--- src/rtl/rr_arb_mux_if.sv ---
// Handshake bundle for rr_arb_mux: NUM_ELEM element streams in, one tagged stream out.
// The slave modport is the arbiter's view of the bundle; the master modport is the environment's view.
interface rr_arb_mux_if #(
  parameter int NUM_ELEM   = 6,
  parameter int ELEM_WIDTH = 8
);
  localparam int SEL_W = $clog2(NUM_ELEM);

  logic [NUM_ELEM-1:0][ELEM_WIDTH-1:0] i_i;
  logic [NUM_ELEM-1:0]                 i_valid_i;
  logic [NUM_ELEM-1:0]                 i_ready_o;
  logic [ELEM_WIDTH-1:0]               o_o;
  logic [SEL_W-1:0]                    o_sel_o;
  logic                                o_valid_o;
  logic                                o_ready_i;

  modport master (
    output i_i, i_valid_i, o_ready_i,
    input  i_ready_o, o_o, o_sel_o, o_valid_o
  );

  modport slave (
    input  i_i, i_valid_i, o_ready_i,
    output i_ready_o, o_o, o_sel_o, o_valid_o
  );
endinterface

--- src/rtl/rr_arb_mux.sv ---
// Round-robin N-to-1 stream mux with one registered output stage and a source-index tag.
// Define RR_ARB_MUX_FIXED_PRIORITY_EN to replace round-robin with lowest-index-wins priority.
module rr_arb_mux #(
  parameter int NUM_ELEM   = 6,
  parameter int ELEM_WIDTH = 8
) (
  input logic          clk_i,
  input logic          arst_ni,
  rr_arb_mux_if.slave  bus
);
  localparam int SEL_W = $clog2(NUM_ELEM);
  localparam logic [SEL_W-1:0] LAST_IDX = SEL_W'(NUM_ELEM - 1);

  // Explicit wrap so the index never leaves 0..NUM_ELEM-1 for non-power-of-two sizes.
  function automatic logic [SEL_W-1:0] next_idx(input logic [SEL_W-1:0] idx);
    if (idx == LAST_IDX) begin
      return {SEL_W{1'b0}};
    end else begin
      return idx + SEL_W'(1);
    end
  endfunction

  logic [ELEM_WIDTH-1:0] o_r;
  logic [SEL_W-1:0]      sel_r;
  logic                  valid_r;
  logic                  load_en_s;
  logic                  grant_vld_s;
  logic [SEL_W-1:0]      grant_idx_s;
  logic [ELEM_WIDTH-1:0] grant_data_s;
  logic                  xfer_s;

  assign load_en_s = ~valid_r | bus.o_ready_i;
  assign xfer_s    = load_en_s & grant_vld_s;

`ifdef RR_ARB_MUX_FIXED_PRIORITY_EN
  // Grant selection: lowest valid index wins.
  always_comb begin
    grant_vld_s = 1'b0;
    grant_idx_s = {SEL_W{1'b0}};
    for (int j = NUM_ELEM - 1; j >= 0; j--) begin
      if (bus.i_valid_i[j]) begin
        grant_vld_s = 1'b1;
        grant_idx_s = SEL_W'(j);
      end else begin
        grant_vld_s = grant_vld_s;
      end
    end
  end
`else
  logic [SEL_W-1:0] ptr_r;
  logic [SEL_W-1:0] cand_s;

  // Grant selection: first valid index starting at ptr_r, wrapping once around.
  always_comb begin
    grant_vld_s = 1'b0;
    grant_idx_s = {SEL_W{1'b0}};
    cand_s      = ptr_r;
    for (int j = 0; j < NUM_ELEM; j++) begin
      if (!grant_vld_s && bus.i_valid_i[cand_s]) begin
        grant_vld_s = 1'b1;
        grant_idx_s = cand_s;
      end else begin
        grant_vld_s = grant_vld_s;
      end
      cand_s = next_idx(cand_s);
    end
  end

  // Round-robin pointer: advances past the winner only on an actual transfer.
  always_ff @(posedge clk_i or negedge arst_ni) begin
    if (!arst_ni) begin
      ptr_r <= {SEL_W{1'b0}};
    end else if (xfer_s) begin
      ptr_r <= next_idx(grant_idx_s);
    end else begin
      ptr_r <= ptr_r;
    end
  end
`endif

  // Data select for the granted element.
  always_comb begin
    grant_data_s = {ELEM_WIDTH{1'b0}};
    for (int k = 0; k < NUM_ELEM; k++) begin
      if (grant_idx_s == SEL_W'(k)) begin
        grant_data_s = bus.i_i[k];
      end else begin
        grant_data_s = grant_data_s;
      end
    end
  end

  // One-hot ready towards the granted element when the output stage can accept.
  always_comb begin
    bus.i_ready_o = {NUM_ELEM{1'b0}};
    for (int k = 0; k < NUM_ELEM; k++) begin
      bus.i_ready_o[k] = load_en_s & grant_vld_s & (grant_idx_s == SEL_W'(k));
    end
  end

  // Output stage: load on transfer, clear valid on a drain with no replacement.
  always_ff @(posedge clk_i or negedge arst_ni) begin
    if (!arst_ni) begin
      o_r     <= {ELEM_WIDTH{1'b0}};
      sel_r   <= {SEL_W{1'b0}};
      valid_r <= 1'b0;
    end else if (xfer_s) begin
      o_r     <= grant_data_s;
      sel_r   <= grant_idx_s;
      valid_r <= 1'b1;
    end else if (valid_r && bus.o_ready_i) begin
      valid_r <= 1'b0;
    end else begin
      valid_r <= valid_r;
    end
  end

  assign bus.o_o       = o_r;
  assign bus.o_sel_o   = sel_r;
  assign bus.o_valid_o = valid_r;
endmodule
--- src/flat_wrapper.sv ---
// flat-port wrapper written by rule: the top's interface ports become plain ports
module rr_arb_mux_flat 
#(
  parameter int NUM_ELEM   = 6,
  parameter int ELEM_WIDTH = 8
)
  (clk_i, arst_ni, bus_i_i, bus_i_valid_i, bus_o_ready_i, bus_i_ready_o, bus_o_o, bus_o_sel_o, bus_o_valid_o);
  rr_arb_mux_if #(.NUM_ELEM(NUM_ELEM), .ELEM_WIDTH(ELEM_WIDTH)) bus_i ();
  input logic clk_i;
  input logic arst_ni;
  input wire logic [$bits(bus_i.i_i)-1:0] bus_i_i;
  input wire logic [$bits(bus_i.i_valid_i)-1:0] bus_i_valid_i;
  input wire logic [$bits(bus_i.o_ready_i)-1:0] bus_o_ready_i;
  output wire logic [$bits(bus_i.i_ready_o)-1:0] bus_i_ready_o;
  output wire logic [$bits(bus_i.o_o)-1:0] bus_o_o;
  output wire logic [$bits(bus_i.o_sel_o)-1:0] bus_o_sel_o;
  output wire logic [$bits(bus_i.o_valid_o)-1:0] bus_o_valid_o;
  assign bus_i.i_i = bus_i_i;
  assign bus_i.i_valid_i = bus_i_valid_i;
  assign bus_i.o_ready_i = bus_o_ready_i;
  assign bus_i_ready_o = bus_i.i_ready_o;
  assign bus_o_o = bus_i.o_o;
  assign bus_o_sel_o = bus_i.o_sel_o;
  assign bus_o_valid_o = bus_i.o_valid_o;
  rr_arb_mux #(.NUM_ELEM(NUM_ELEM), .ELEM_WIDTH(ELEM_WIDTH)) u_core (.clk_i(clk_i), .arst_ni(arst_ni), .bus(bus_i));
endmodule
--- config.mk ---
export PLATFORM = sky130hd
export DESIGN_NAME = rr_arb_mux_flat
export DESIGN_NICKNAME = d
export VERILOG_FILES = /design/src/rtl/rr_arb_mux_if.sv /design/src/rtl/rr_arb_mux.sv /design/src/flat_wrapper.sv
export SDC_FILE = /design/constraint.sdc
export NUM_CORES = 1
export LEC_CHECK = 0
export BUFFER_PORTS_ARGS = -buffer_cell sky130_fd_sc_hd__buf_4
export CORE_MARGIN = 3
export CORE_UTILIZATION = 46
export DETAILED_ROUTE_END_ITERATION = 10
export PLACE_DENSITY = 0.77
export SLEW_MARGIN = 20
export SYNTH_ARGS = -nofsm -noshare
export SYNTH_HDL_FRONTEND = slang
export SYNTH_SLANG_ARGS = --single-unit
--- constraint.sdc ---
create_clock -name clk_i -period 6.8 [get_ports clk_i]
set_clock_uncertainty 0.1 [all_clocks]
set_input_delay 2.04 -clock clk_i [delete_from_list [all_inputs] [get_ports clk_i]]
set_output_delay 2.04 -clock clk_i [all_outputs]
set_load 0.01 [all_outputs]
==> impl_metrics.json <==
{
  "dp_hpwl_um": 5830,
  "antenna_found_initial": 0,
  "critPathArrivalTime_ns": 4.39,
  "cp.required_ns": 4.66,
  "fillers": 411,
  "drive_gt1_frac": 0.336,
  "crit_buf_inv": 3,
  "cp-end-kind": "output port",
  "period_minus_slack_ns": 6.53,
  "seq_area_frac_synth": 0.176,
  "fin_crit_sh": 0.960,
  "finalHoldViolCount": 0,
  "yosys_register_bits": 15,
  "synth_edf_count": 0,
  "rows": 24,
  "netlist_instances": 287,
  "boundaryPins": 75,
  "setup_viol": 0,
  "fin_nets": 420,
  "diodes": 0,
  "routabilityCongestion": 1.02,
  "wl_per_cell_um": 17.8,
  "cts_buffer_depth": 2,
  "avgViaCountPerCell": 6.46,
  "drc_errors": 0,
  "grt_pass1_vias": 2290,
  "h-tree-depth": 1,
  "wirelength_um": 7280,
  "cts_tree": "done",
  "cts_inserted_buffers": 3,
  "ys_warn_count": 0,
  "path_depth": 18,
  "critPathSlowestCell": "or4_4",
  "synthToLayoutAreaGrowth_pct": 32.9,
  "ys.flop_type": "dfrtp_1",
  "clk_pin_slew_ns": 0.06,
  "chipHeight_um": 74.2,
  "drtIter0Drc": 307,
  "track_usage": 0.259,
  "worstMarginPinSlew_ns": 0.837,
  "vias": 2643,
  "yosysUniqueCellTypes": 58,
  "tns_ns": 0,
  "grt_pass1_wl_um": 11100,
  "max_slew_margin": 0.441,
  "clock_tree.root_cell": "clkbuf_8",
  "io_buffers": 74,
  "crit_fanout": 7,
  "core_area_um2": 4410,
  "mostFrequentLayoutCells": "buf_4, nand2_1, nand3_1",
  "slowest_delay_ns": 0.54,
  "synth_area_per_cell_um2": 7.45,
  "yosysTopAreaCell": "dfrtp_1",
  "maxCapViolCount": 0,
  "final_common_cell": "buf_4",
  "slew_violations": 0,
  "rr_worst_depth": 20,
  "yosysTopAreaCellShare": 0.176,
  "grt_max_degree": 28,
  "hp-class": "register to register",
  "min_from": "u_core.bus.o_sel_o[2]$_DFFE_PN0P_",
  "drtAntennaViolNets": 0,
  "crit_start": "u_core.ptr_r[0]$_DFFE_PN0P_",
  "grt_remaining_overflow": 0,
  "start_util": 0.484,
  "dieArea_um2": 5500,
  "post_cts_buffers": 0,
  "max_freq_mhz": 153,
  "rr_startpoint": "u_core.ptr_r[0]$_DFFE_PN0P_",
  "rsz0062_at_grt": "false",
  "cts_sinks": 15,
  "drt_first_pass_iters": 5,
  "cpMostUsedCell": "ha_1",
  "crit_chain": "inv_2, nor3_2, a21oi_2, ha_1, o21a_2, inv_1, ha_1, or4_4, and3_4, nor4_4, o21ai_1, a311o_1, or2_1, nand2_1, and2_1, ha_1, and2_1, buf_4",
  "fin_util": 0.643,
  "synth_area_leaders": "dfrtp_1, nand3_1, a311o_1, nand2_1, a22oi_1",
  "synth_area_um2": 2140,
  "startpoint_type": "register",
  "critPathKind": "register to output port",
  "holdPathStages": 2,
  "clock_latency_ns": 0.25,
  "fp.dieW_um": 74.2,
  "path_delay_family": "simple AND/OR/NAND/NOR gates",
  "status": "finished clean",
  "async_flop_share": 1.00,
  "synth_fp_nets": 349
}
[cell type report]
cell class	instances	area [µm²]	share of cell area
Clock buffer	3	41.3	0.0145
Timing Repair Buffer	90	676	0.238
Sequential cell	15	375	0.132
Tap cell	52	65.1	0.0229
Clock inverter	1	5.00	0.00176
Multi-Input combinational cell	231	1610	0.568
Inverter	17	63.8	0.0225
[what timing repair did]
item                                    CTS  global route
gates resized for setup                   1             9
hold buffers                              0             0
gates cloned                              0             0
endpoints found under the setup margin    3             6
pin swaps                                 0             0
[layer usage]
metal | global-route usage | share of wire
met2 | 0.365 | 0.44
met3 | 0.0432 | 0.088
met4 | 0.0664 | 0.0092
met5 | 0 | 0
met1 | 0.403 | 0.46
[flip-flops by register name, summed over array words and instances, names as in the netlist]
name / count
u_core.ptr_r: 3
u_core.bus.o_valid_o: 1
u_core.bus.o_o: 8
u_core.bus.o_sel_o: 3
[worst paths after layout]
kind,endpoint,slack [ns]
min in group asynchronous,u_core.bus.o_o[2]$_DFFE_PN0P_,1.53
hold reg to reg,u_core.bus.o_sel_o[2]$_DFFE_PN0P_,0.40
setup reg to reg,u_core.bus.o_o[7]$_DFFE_PN0P_,1.88
setup / recovery,bus_i_ready_o[3],0.27
max in group asynchronous,u_core.bus.o_sel_o[1]$_DFFE_PN0P_,4.90
hold / removal,u_core.bus.o_sel_o[2]$_DFFE_PN0P_,0.40
[worst min-delay path: stages, from the launching register on]
cell and delay [ns]:
dfrtp_1 0.35, nand2_1 0.05, o21ai_0 0.06
[cell usage after synthesis (3+ instances only)]
cell	instances
a221o_1	3
nor3_1	6
a21oi_1	9
and3_1	5
o211a_1	3
nor2b_1	3
inv_1	17
nand3_1	21
a211oi_1	5
mux2_2	4
nand2_1	25
o22ai_1	5
a22oi_1	12
dfrtp_1	15
nor2_1	13
clkbuf_1	9
a31o_1	6
o21ai_1	3
o21ai_0	10
a311o_1	10
nand2b_1	5
and2_1	5
buf_2	11
a31oi_1	11
nand4b_1	7
mux2i_1	7
o31ai_1	3
ha_1	5
o211ai_1	11
[kinds of logic (layout without fill, tap and decap cells)]
logic type      after synthesis  count (layout)  share of synthesized area
compound gates              110             110                      0.384
xor+xnor                      1               1                    0.00410
fa+ha+maj                     5               5                     0.0293
flops                        15              15                      0.176
buf+inv                      41             111                     0.0855
simple gates                104             104                      0.268
mux                          11              11                     0.0539
[through the flow]
step	worst slack, ns	cell area (µm²)	hold WS (ns)	cells
floorplan	0.117	2140	0.414	287
global placement	0.133	2760	0.373	405
detailed placement	0.0901	2760	0.380	405
CTS	0.0165	2810	0.402	409
global route	0.0263	2840	0.437	409
finish	0.272	2840	0.398	409
Power is not shown: default switching activity piles up to over one toggle a cycle in this logic, so the estimate is an artifact.
